### config.mk
export PLATFORM = sky130hd
export DESIGN_NAME = button_event_detector_flat
export DESIGN_NICKNAME = d
export VERILOG_FILES = /design/src/rtl/button_pkg.sv /design/src/rtl/button_event_detector_if.sv /design/src/rtl/button_debounce.sv /design/src/rtl/button_event_detector.sv /design/src/flat_wrapper.sv
export SDC_FILE = /design/constraint.sdc
export NUM_CORES = 1
export LEC_CHECK = 0
export CAP_MARGIN = 15
export CORE_MARGIN = 3
export CORE_UTILIZATION = 35
export DETAILED_ROUTE_END_ITERATION = 16
export PLACE_DENSITY = 0.55
export SETUP_SLACK_MARGIN = 0.4
export SLEW_MARGIN = 20
export SYNTH_ARGS = -nofsm -noshare
export SYNTH_HDL_FRONTEND = slang
export SYNTH_SLANG_ARGS = --single-unit
export TNS_END_PERCENT = 100
### constraint.sdc
create_clock -name clk -period 1.5 [get_ports clk]
set_input_delay 0.375 -clock clk [delete_from_list [all_inputs] [get_ports clk]]
set_output_delay 0.375 -clock clk [all_outputs]
set_load 0.02 [all_outputs]
### src/rtl/button_pkg.sv
// Shared types and parameter defaults for the button event detector.
package button_pkg;

  typedef enum logic [1:0] {
    ST_UNPRESSED = 2'd0,
    ST_PRESSED   = 2'd1,
    ST_LONG      = 2'd2
  } btn_state_t;

  localparam int DB_CYCLES_DEF     = 4;
  localparam int LONG_CYCLES_DEF   = 16;
  localparam int REPEAT_CYCLES_DEF = 8;

  // Counter width for a limit; a counter never exceeds limit-1, so $clog2 suffices.
  function automatic int cnt_w(input int limit);
    return (limit < 2) ? 1 : $clog2(limit);
  endfunction

endpackage

### src/rtl/button_event_detector_if.sv
// Button-side signal bundle: raw levels in, debounced level and event pulses out.
interface button_event_detector_if #(
  parameter int N_CH = 4
);
  logic [N_CH-1:0] btn_raw;
  logic [N_CH-1:0] held;
  logic [N_CH-1:0] click;
  logic [N_CH-1:0] long_press;
  logic [N_CH-1:0] repeat_tick;

  modport master (
    output btn_raw,
    input  held, click, long_press, repeat_tick
  );

  modport slave (
    input  btn_raw,
    output held, click, long_press, repeat_tick
  );
endinterface

### src/rtl/button_debounce.sv
// One channel: 2-flop synchroniser followed by a stability-count debouncer.
module button_debounce
  import button_pkg::*;
#(
  parameter int DB_CYCLES = DB_CYCLES_DEF
) (
  input  logic clk,
  input  logic reset_n,
  input  logic btn_raw,
  output logic held,
  output logic held_nxt
);

  localparam int CW = cnt_w(DB_CYCLES);
  localparam logic [CW-1:0] CNT_LAST = CW'(DB_CYCLES - 1);

  logic sync1, sync2;
  logic [CW-1:0] cnt_q, cnt_d;

  always_ff @(posedge clk or negedge reset_n) begin
    if (!reset_n) begin
      sync1 <= 1'b0;
      sync2 <= 1'b0;
      cnt_q <= '0;
      held  <= 1'b0;
    end else begin
      sync1 <= btn_raw;
      sync2 <= sync1;
      cnt_q <= cnt_d;
      held  <= held_nxt;
    end
  end

  // held_nxt is exported so the event FSM reacts on the same edge held changes.
  always_comb begin
    cnt_d    = '0;
    held_nxt = held;
    if (sync2 != held) begin
      if (cnt_q == CNT_LAST) begin
        held_nxt = sync2;
      end else begin
        cnt_d = cnt_q + CW'(1);
      end
    end
  end

endmodule

### src/rtl/button_event_detector.sv
// N_CH-channel button debouncer with click / long-press / auto-repeat events.
// Optional macro BUTTON_REPEAT_EN enables the repeat_tick generator in LONG.
//
// state        | meaning
// -------------+-----------------------------------------------------------
// ST_UNPRESSED | debounced level low, waiting for a press
// ST_PRESSED   | held high, hold counter running toward LONG_CYCLES
// ST_LONG      | long press reported, waiting for release (repeats if enabled)
module button_event_detector
  import button_pkg::*;
#(
  parameter int N_CH          = 4,
  parameter int DB_CYCLES     = DB_CYCLES_DEF,
  parameter int LONG_CYCLES   = LONG_CYCLES_DEF,
  parameter int REPEAT_CYCLES = REPEAT_CYCLES_DEF
) (
  input  logic                    clk,
  input  logic                    reset_n,
  button_event_detector_if.slave  bus
);

  localparam int LW = cnt_w(LONG_CYCLES);
  localparam logic [LW-1:0] HOLD_LAST = LW'(LONG_CYCLES - 1);

  if (N_CH < 1 || N_CH > 32 || DB_CYCLES < 1 || LONG_CYCLES < 2 || REPEAT_CYCLES < 1)
  begin : g_bad_param
    $error("button_event_detector: parameter out of range");
  end

  logic [N_CH-1:0] held_v, click_v, long_v, tick_v;

  for (genvar g = 0; g < N_CH; g++) begin : g_ch
    logic          held_nxt;
    btn_state_t    state_q, state_d;
    logic [LW-1:0] hold_q, hold_d;
    logic          click_q, click_d;
    logic          long_q, long_d;

    button_debounce #(
      .DB_CYCLES (DB_CYCLES)
    ) u_debounce (
      .clk      (clk),
      .reset_n  (reset_n),
      .btn_raw  (bus.btn_raw[g]),
      .held     (held_v[g]),
      .held_nxt (held_nxt)
    );

    always_ff @(posedge clk or negedge reset_n) begin
      if (!reset_n) begin
        state_q <= ST_UNPRESSED;
        hold_q  <= '0;
        click_q <= 1'b0;
        long_q  <= 1'b0;
      end else begin
        state_q <= state_d;
        hold_q  <= hold_d;
        click_q <= click_d;
        long_q  <= long_d;
      end
    end

    // Release is tested before the long threshold so a coincident release wins.
    always_comb begin
      state_d = state_q;
      hold_d  = hold_q;
      click_d = 1'b0;
      long_d  = 1'b0;
      case (state_q)
        ST_UNPRESSED: begin
          if (held_nxt) begin
            state_d = ST_PRESSED;
            hold_d  = '0;
          end
        end
        ST_PRESSED: begin
          if (!held_nxt) begin
            state_d = ST_UNPRESSED;
            click_d = 1'b1;
          end else if (hold_q == HOLD_LAST) begin
            state_d = ST_LONG;
            long_d  = 1'b1;
          end else begin
            hold_d = hold_q + LW'(1);
          end
        end
        ST_LONG: begin
          if (!held_nxt) begin
            state_d = ST_UNPRESSED;
          end
        end
        default: begin
          state_d = ST_UNPRESSED;
          hold_d  = '0;
        end
      endcase
    end

`ifdef BUTTON_REPEAT_EN
    localparam int RW = cnt_w(REPEAT_CYCLES);
    localparam logic [RW-1:0] REP_LAST = RW'(REPEAT_CYCLES - 1);

    logic [RW-1:0] rep_q, rep_d;
    logic          tick_q, tick_d;

    always_ff @(posedge clk or negedge reset_n) begin
      if (!reset_n) begin
        rep_q  <= '0;
        tick_q <= 1'b0;
      end else begin
        rep_q  <= rep_d;
        tick_q <= tick_d;
      end
    end

    // Counter sits at zero outside LONG, so the first tick lands REPEAT_CYCLES after entry.
    always_comb begin
      rep_d  = '0;
      tick_d = 1'b0;
      if (state_q == ST_LONG && held_nxt) begin
        if (rep_q == REP_LAST) begin
          tick_d = 1'b1;
        end else begin
          rep_d = rep_q + RW'(1);
        end
      end
    end

    assign tick_v[g] = tick_q;
`else
    assign tick_v[g] = 1'b0;
`endif

    assign click_v[g] = click_q;
    assign long_v[g]  = long_q;
  end

  assign bus.held        = held_v;
  assign bus.click       = click_v;
  assign bus.long_press  = long_v;
  assign bus.repeat_tick = tick_v;

endmodule
### src/flat_wrapper.sv
// flat-port wrapper written by rule: the top's interface ports become plain ports
module button_event_detector_flat import button_pkg::*;
#(
  parameter int N_CH          = 4,
  parameter int DB_CYCLES     = DB_CYCLES_DEF,
  parameter int LONG_CYCLES   = LONG_CYCLES_DEF,
  parameter int REPEAT_CYCLES = REPEAT_CYCLES_DEF
)
  (clk, reset_n, bus_btn_raw, bus_held, bus_click, bus_long_press, bus_repeat_tick);
  button_event_detector_if #(.N_CH(N_CH)) bus_i ();
  input  logic clk;
  input  logic reset_n;
  input wire logic [$bits(bus_i.btn_raw)-1:0] bus_btn_raw;
  output wire logic [$bits(bus_i.held)-1:0] bus_held;
  output wire logic [$bits(bus_i.click)-1:0] bus_click;
  output wire logic [$bits(bus_i.long_press)-1:0] bus_long_press;
  output wire logic [$bits(bus_i.repeat_tick)-1:0] bus_repeat_tick;
  assign bus_i.btn_raw = bus_btn_raw;
  assign bus_held = bus_i.held;
  assign bus_click = bus_i.click;
  assign bus_long_press = bus_i.long_press;
  assign bus_repeat_tick = bus_i.repeat_tick;
  button_event_detector #(.N_CH(N_CH), .DB_CYCLES(DB_CYCLES), .LONG_CYCLES(LONG_CYCLES), .REPEAT_CYCLES(REPEAT_CYCLES)) u_core (.clk(clk), .reset_n(reset_n), .bus(bus_i));
endmodule
* Yosys cells after proc, flatten, opt, wreduce, memory -nomap -nowiden *
Index checks and enable logic that the tools add are counted.

operators by class
  bitwise logic cells = 4
  equality and inequality tests = 40
  add/subtract/negate cells = 8
  muxes and demuxes = 72
  reductions and logical operators = 12

operator list
  operator             count
  $mux 2               24
  $mux 4               12
  $pmux 4 s3           4
  $mux 1               28
  $pmux 2 s3           4
  $add 4x1->4 const B  4
  $eq 2x2->1 const B   8
  $eq 4x4->1 const B   4
  $ne 2x1->1 const B   8
  $ne 2x2->1 const B   8
  $reduce_and 4->1     4
  $ne 3x3->1 const B   4
  $reduce_and 3->1     4
  $add 2x1->2 const B  4
  $eq 2x1->1 const B   4
  $logic_not 2->1      4
  $ne 1x1->1           4
  $not 1->1            4

storage, ports and cells
  flip-flop bits (word level) = 52
  word-level logic and storage cells = 168
  output and inout bits = 16
  bits of input ports = 6

* Depth between registers and ports, before layout *
  depth in word-level cells = 5
  mapped depth = 5
  gate-level depth less buffers = 5

* Cells and area by module *
Synthesis repeated with hierarchy kept, for this count alone.

unflattened totals
  cells, all modules = 224
  area, all modules = 2431.1 um^2

modules (own cells, without submodules)
  module                 area an instance (um^2)  seq. area each (um^2)  cells an instance  instances
  button_event_detector  1735.4                   800.8                  184                1
  button_debounce        173.9                    125.1                  10                 4

* Worst setup path before layout *
Ideal clock, no wire load.

  path kind = flip-flop to flip-flop
  start = reg u_core.g_ch[2].u_debounce.cnt_q[0]
  end = reg u_core.g_ch[2].hold_q[0]
  arrival = 1.372 ns
  slack = 0.002 ns
  buffers on the path = 0
  library setup time = 0.126 ns
  cell stages (with the launch flop) = 6
  period minus slack after synthesis = 1.498 ns
  data required time = 1.374 ns
  cell sequence = dfrtp_1 > ha_1 > mux2i_1 > inv_2 > and2_1 > a221o_1

on the way
  word-level cells in the longest chain between the ends = 5
  elaborated cells on any way between the ends = 6
  classes of those cells = 3 x eq/ne; 2 x mux; 1 x reduce/logical

RTL lines
  what                            line                         text
  start: declaration              button_debounce.sv:18        logic [CW-1:0] cnt_q, cnt_d;
  start signal: assignment        button_debounce.sv:29        cnt_q <= cnt_d;
  $eq 2x2->1 (*)                  button_debounce.sv:39        if (cnt_q == CNT_LAST) begin
  $mux 1 (*)                      button_debounce.sv:39
  $mux 1 (*)                      button_debounce.sv:38        if (sync2 != held) begin
  via u_core.g_ch[2].held_nxt     button_event_detector.sv:33  logic held_nxt;
  $ne 2x1->1 (no line)            n/a
  $reduce_and 4->1 (no line) (*)  n/a
  end signal: assignment          button_event_detector.sv:57  hold_q <= hold_d;
  end: declaration                button_event_detector.sv:35  logic [LW-1:0] hold_q, hold_d;

Mark *: on every way through the listed nets, which the timed path passes. The rest lies on a longest branch.
A chain may end at the register's enable or synchronous reset.

* Worst setup path after layout *
Ends and elaborated chain as after synthesis.

==> impl_metrics.env <==
export IMPL_status="completed"
export IMPL_tns_ns=0
export IMPL_synth_edff_count=0
export IMPL_crit_chain="ha_4 -> mux2i_4 -> inv_2 -> and2_4 -> a221o_1"
export IMPL_avgSynthCellArea_um2=10.8
export IMPL_vias=1813
export IMPL_worstPathMaxFanout=3
export IMPL_drc=0
export IMPL_pin_count=22
export IMPL_wl_per_cell_um=12.9
export IMPL_syn_cell_area_um2=2460
export IMPL_timing_fmax_ghz=0.699
export IMPL_drv_slew=0
export IMPL_yosysTopAreaCell="dfrtp_1"
export IMPL_dr_pass1_iters=4
export IMPL_routed_via_density=4.90
export IMPL_setup_violations=0
export IMPL_dieHeight_um=89.9
export IMPL_cp_arrival_ns=1.63
export IMPL_gp_congestion=0.788
export IMPL_cts_buffer_depth=2
export IMPL_grt_overflow=0
export IMPL_antenna_found_initial=0
export IMPL_p_per_area_nw_per_um2=1730
export IMPL_synth_ff_type="dfrtp_1"
export IMPL_track_usage_pct=12.4
export IMPL_skew_ns=0.00589
export IMPL_fin_nets=290
export IMPL_dieArea_um2=8070
export IMPL_n_antenna_cell=0
export IMPL_yosysWarnings=0
export IMPL_grt_pass1_vias=1760
export IMPL_cts_buffers_inserted=5
export IMPL_finalHoldViolations=0
export IMPL_fill_cells=584
export IMPL_synth_area_leaders="dfrtp_1 53%, nor2b_1 6.4%, buf_4 4.9%"
export IMPL_clock_sinks=52
export IMPL_drtAntennaViolNets=0
export IMPL_regToRegEndpoint="u_core.g_ch[2].hold_q[0]"
export IMPL_holdCritPathClass="input port to asynchronous set/reset pin"
export IMPL_yosys_cell_types_count=39
export IMPL_hold_slack_ns=0.0369
export IMPL_ys_ff_latch=52
export IMPL_finish_utilization_pct=51.0
export IMPL_grt_max_degree=53
export IMPL_area_delta_synth_final_pct=36.1
export IMPL_power_mw=5.80
export IMPL_drt_initial_drc_count=57
export IMPL_path_class="register to register"
export IMPL_holdBufCountCts=0
export IMPL_rr_startpoint="u_core.g_ch[2].u_debounce.cnt_q[0]"
export IMPL_vdd_drop_max_uv=787
export IMPL_maxCapViolations=0
export IMPL_routed_wirelength_um=4770
export IMPL_crit_start="u_core.g_ch[2].u_debounce.cnt_q[0]"
export IMPL_dieWidth_um=89.9
export IMPL_setup_ws_ns=0.0690
export IMPL_crit_path_end="u_core.g_ch[2].hold_q[0]"
export IMPL_finalCritPeriodShare_pct=95.4
export IMPL_post_synth_top_area_fraction_pct=52.9
export IMPL_reg2reg_setup_slack_ns=0.07
export IMPL_p_leak_nw=1.45
export IMPL_worst_r2r_path_depth=5
export IMPL_crit_path_start_kind="register"
export IMPL_core_area_um2=6570
export IMPL_clk_pin_slew_ns=0.09
export IMPL_dp_slack_ns=0.0188
export IMPL_period_needed_ns=1.43
export IMPL_hpwlAfterDp_um=2940
export IMPL_htreeDepth=2
export IMPL_synth_cells=227
export IMPL_cts_tree="yes"
export IMPL_drive_gt1_share_pct=39.0
export IMPL_crit_required_ns=1.70
export IMPL_portBuffers=17
export IMPL_cp_slowest_cell="dfrtp_1"
export IMPL_rows=29
export IMPL_root_buffer="clkbuf_8"
export IMPL_ys_seq_area_share_pct=52.9
export IMPL_rsz0062_at_grt="yes"
export IMPL_start_util_pct=37.5
export IMPL_grt_pass1_wl_um=8360
export IMPL_synthArstFlopShare_pct=100
export IMPL_cp_end_kind="register"
export IMPL_cpPeakStageDelay_ns=0.40
export IMPL_clk_latency_ns=0.30
-- registers in the layout (all words and copies together), names as in the netlist --
signal,cells
u_core.g_ch.click_q,4
u_core.g_ch.hold_q,16
u_core.g_ch.long_q,4
u_core.g_ch.state_q,8
u_core.g_ch.u_debounce.cnt_q,8
u_core.g_ch.u_debounce.held,4
u_core.g_ch.u_debounce.sync1,4
u_core.g_ch.u_debounce.sync2,4
-- cell usage after synthesis, drive strengths merged, types with 2 or more instances --
master and instances:
a211oi 3, a21oi 4, a22oi 12, a32oi 3
and2 2, and3 3, buf 16, clkbuf 2
dfrtp 52, ha 8, inv 5, mux2i 4
nand2 10, nand2b 9, nand3 14, nand3b 3
nand4 7, nor2 10, nor2b 25, nor3 7
o211ai 2, o21ai 5, or4 5, xnor2 3
-- logic make-up after synthesis --
group,count (synthesis),synth area share (%)
fa+ha+maj,8,4.07
compound gates,34,9.86
flops,52,52.9
mux,4,2.08
xor+xnor,4,1.42
other cells,1,0.152
simple gates,101,23.6
buf+inv,23,5.95
-- timing repair --
action,CTS,global route
resized for setup,89,25
buffers inserted,13,9
setup endpoints to repair,46,49
pin swaps,18,8
-- through the flow --
stage,instances,instance area [um2]
detailed placement,340,2890
global placement,340,2890
global route,370,3350
CTS,361,3190
floorplan,230,2610
finish,370,3350
-- worst min path at each step --
stage | slack, ns | to
4_1_cts | 0.06 | u_core.g_ch[3].hold_q[1]
5_1_grt | 0.06 | u_core.g_ch[3].hold_q[1]
3_5_place_dp | 0.34 | u_core.g_ch[2].u_debounce.sync2
2_1_floorplan | 0.08 | u_core.g_ch[0].click_q
3_3_place_gp | 0.33 | u_core.g_ch[1].u_debounce.sync2
6_report | 0.04 | u_core.g_ch[3].hold_q[1]
-- cells in the final DEF (no fill, tap or decap), types with 6 or more instances in the layout --
master,n
a22oi_1,7
buf_4,28
buf_6,23
clkbuf_8,6
dfrtp_1,51
nand2_1,8
nand2b_1,9
nand3_1,14
nand4_1,7
nor2_1,7
nor2b_1,24
-- critical path: cells and delay by family, from the launching register on --
family | cells | cell delay [ns]
flops | 1 | 0.40
simple gates | 1 | 0.15
compound gates | 1 | 0.28
fa+ha+maj | 1 | 0.16
mux | 1 | 0.25
buf+inv | 1 | 0.09
-- metal layers --
| layer | global-route usage (%) | vias to the layer above | share of wire, % |
|---|---|---|---|
| li1 | - | 896 | - |
| met1 | 16.8 | 888 | 48 |
| met2 | 19.7 | 24 | 47 |
| met3 | 3.17 | 5 | 3.4 |
| met4 | 3.83 | 0 | 0.97 |
| met5 | 0 | - | 0 |
-- power by group --
part / internal [mW] / leakage [nW] / switching [mW] / total [mW]
clock: 0.370 / 0.0510 / 0.468 / 0.838
combinational: 1.48 / 0.731 / 1.29 / 2.77
sequential: 1.80 / 0.671 / 0.384 / 2.19
-- final cells by class --
cell class	instances	area (um2)	share of cell area, %
flip-flops and latches	52	1300	38.9
multi-input cells	155	1290	38.4
repair buffers	57	534	15.9
well taps	93	116	3.47
clock buffers	6	82.6	2.46
inverters	5	18.8	0.560
clock inverters	2	10.0	0.299
No activity file was read; power rests on OpenSTA's default activity.
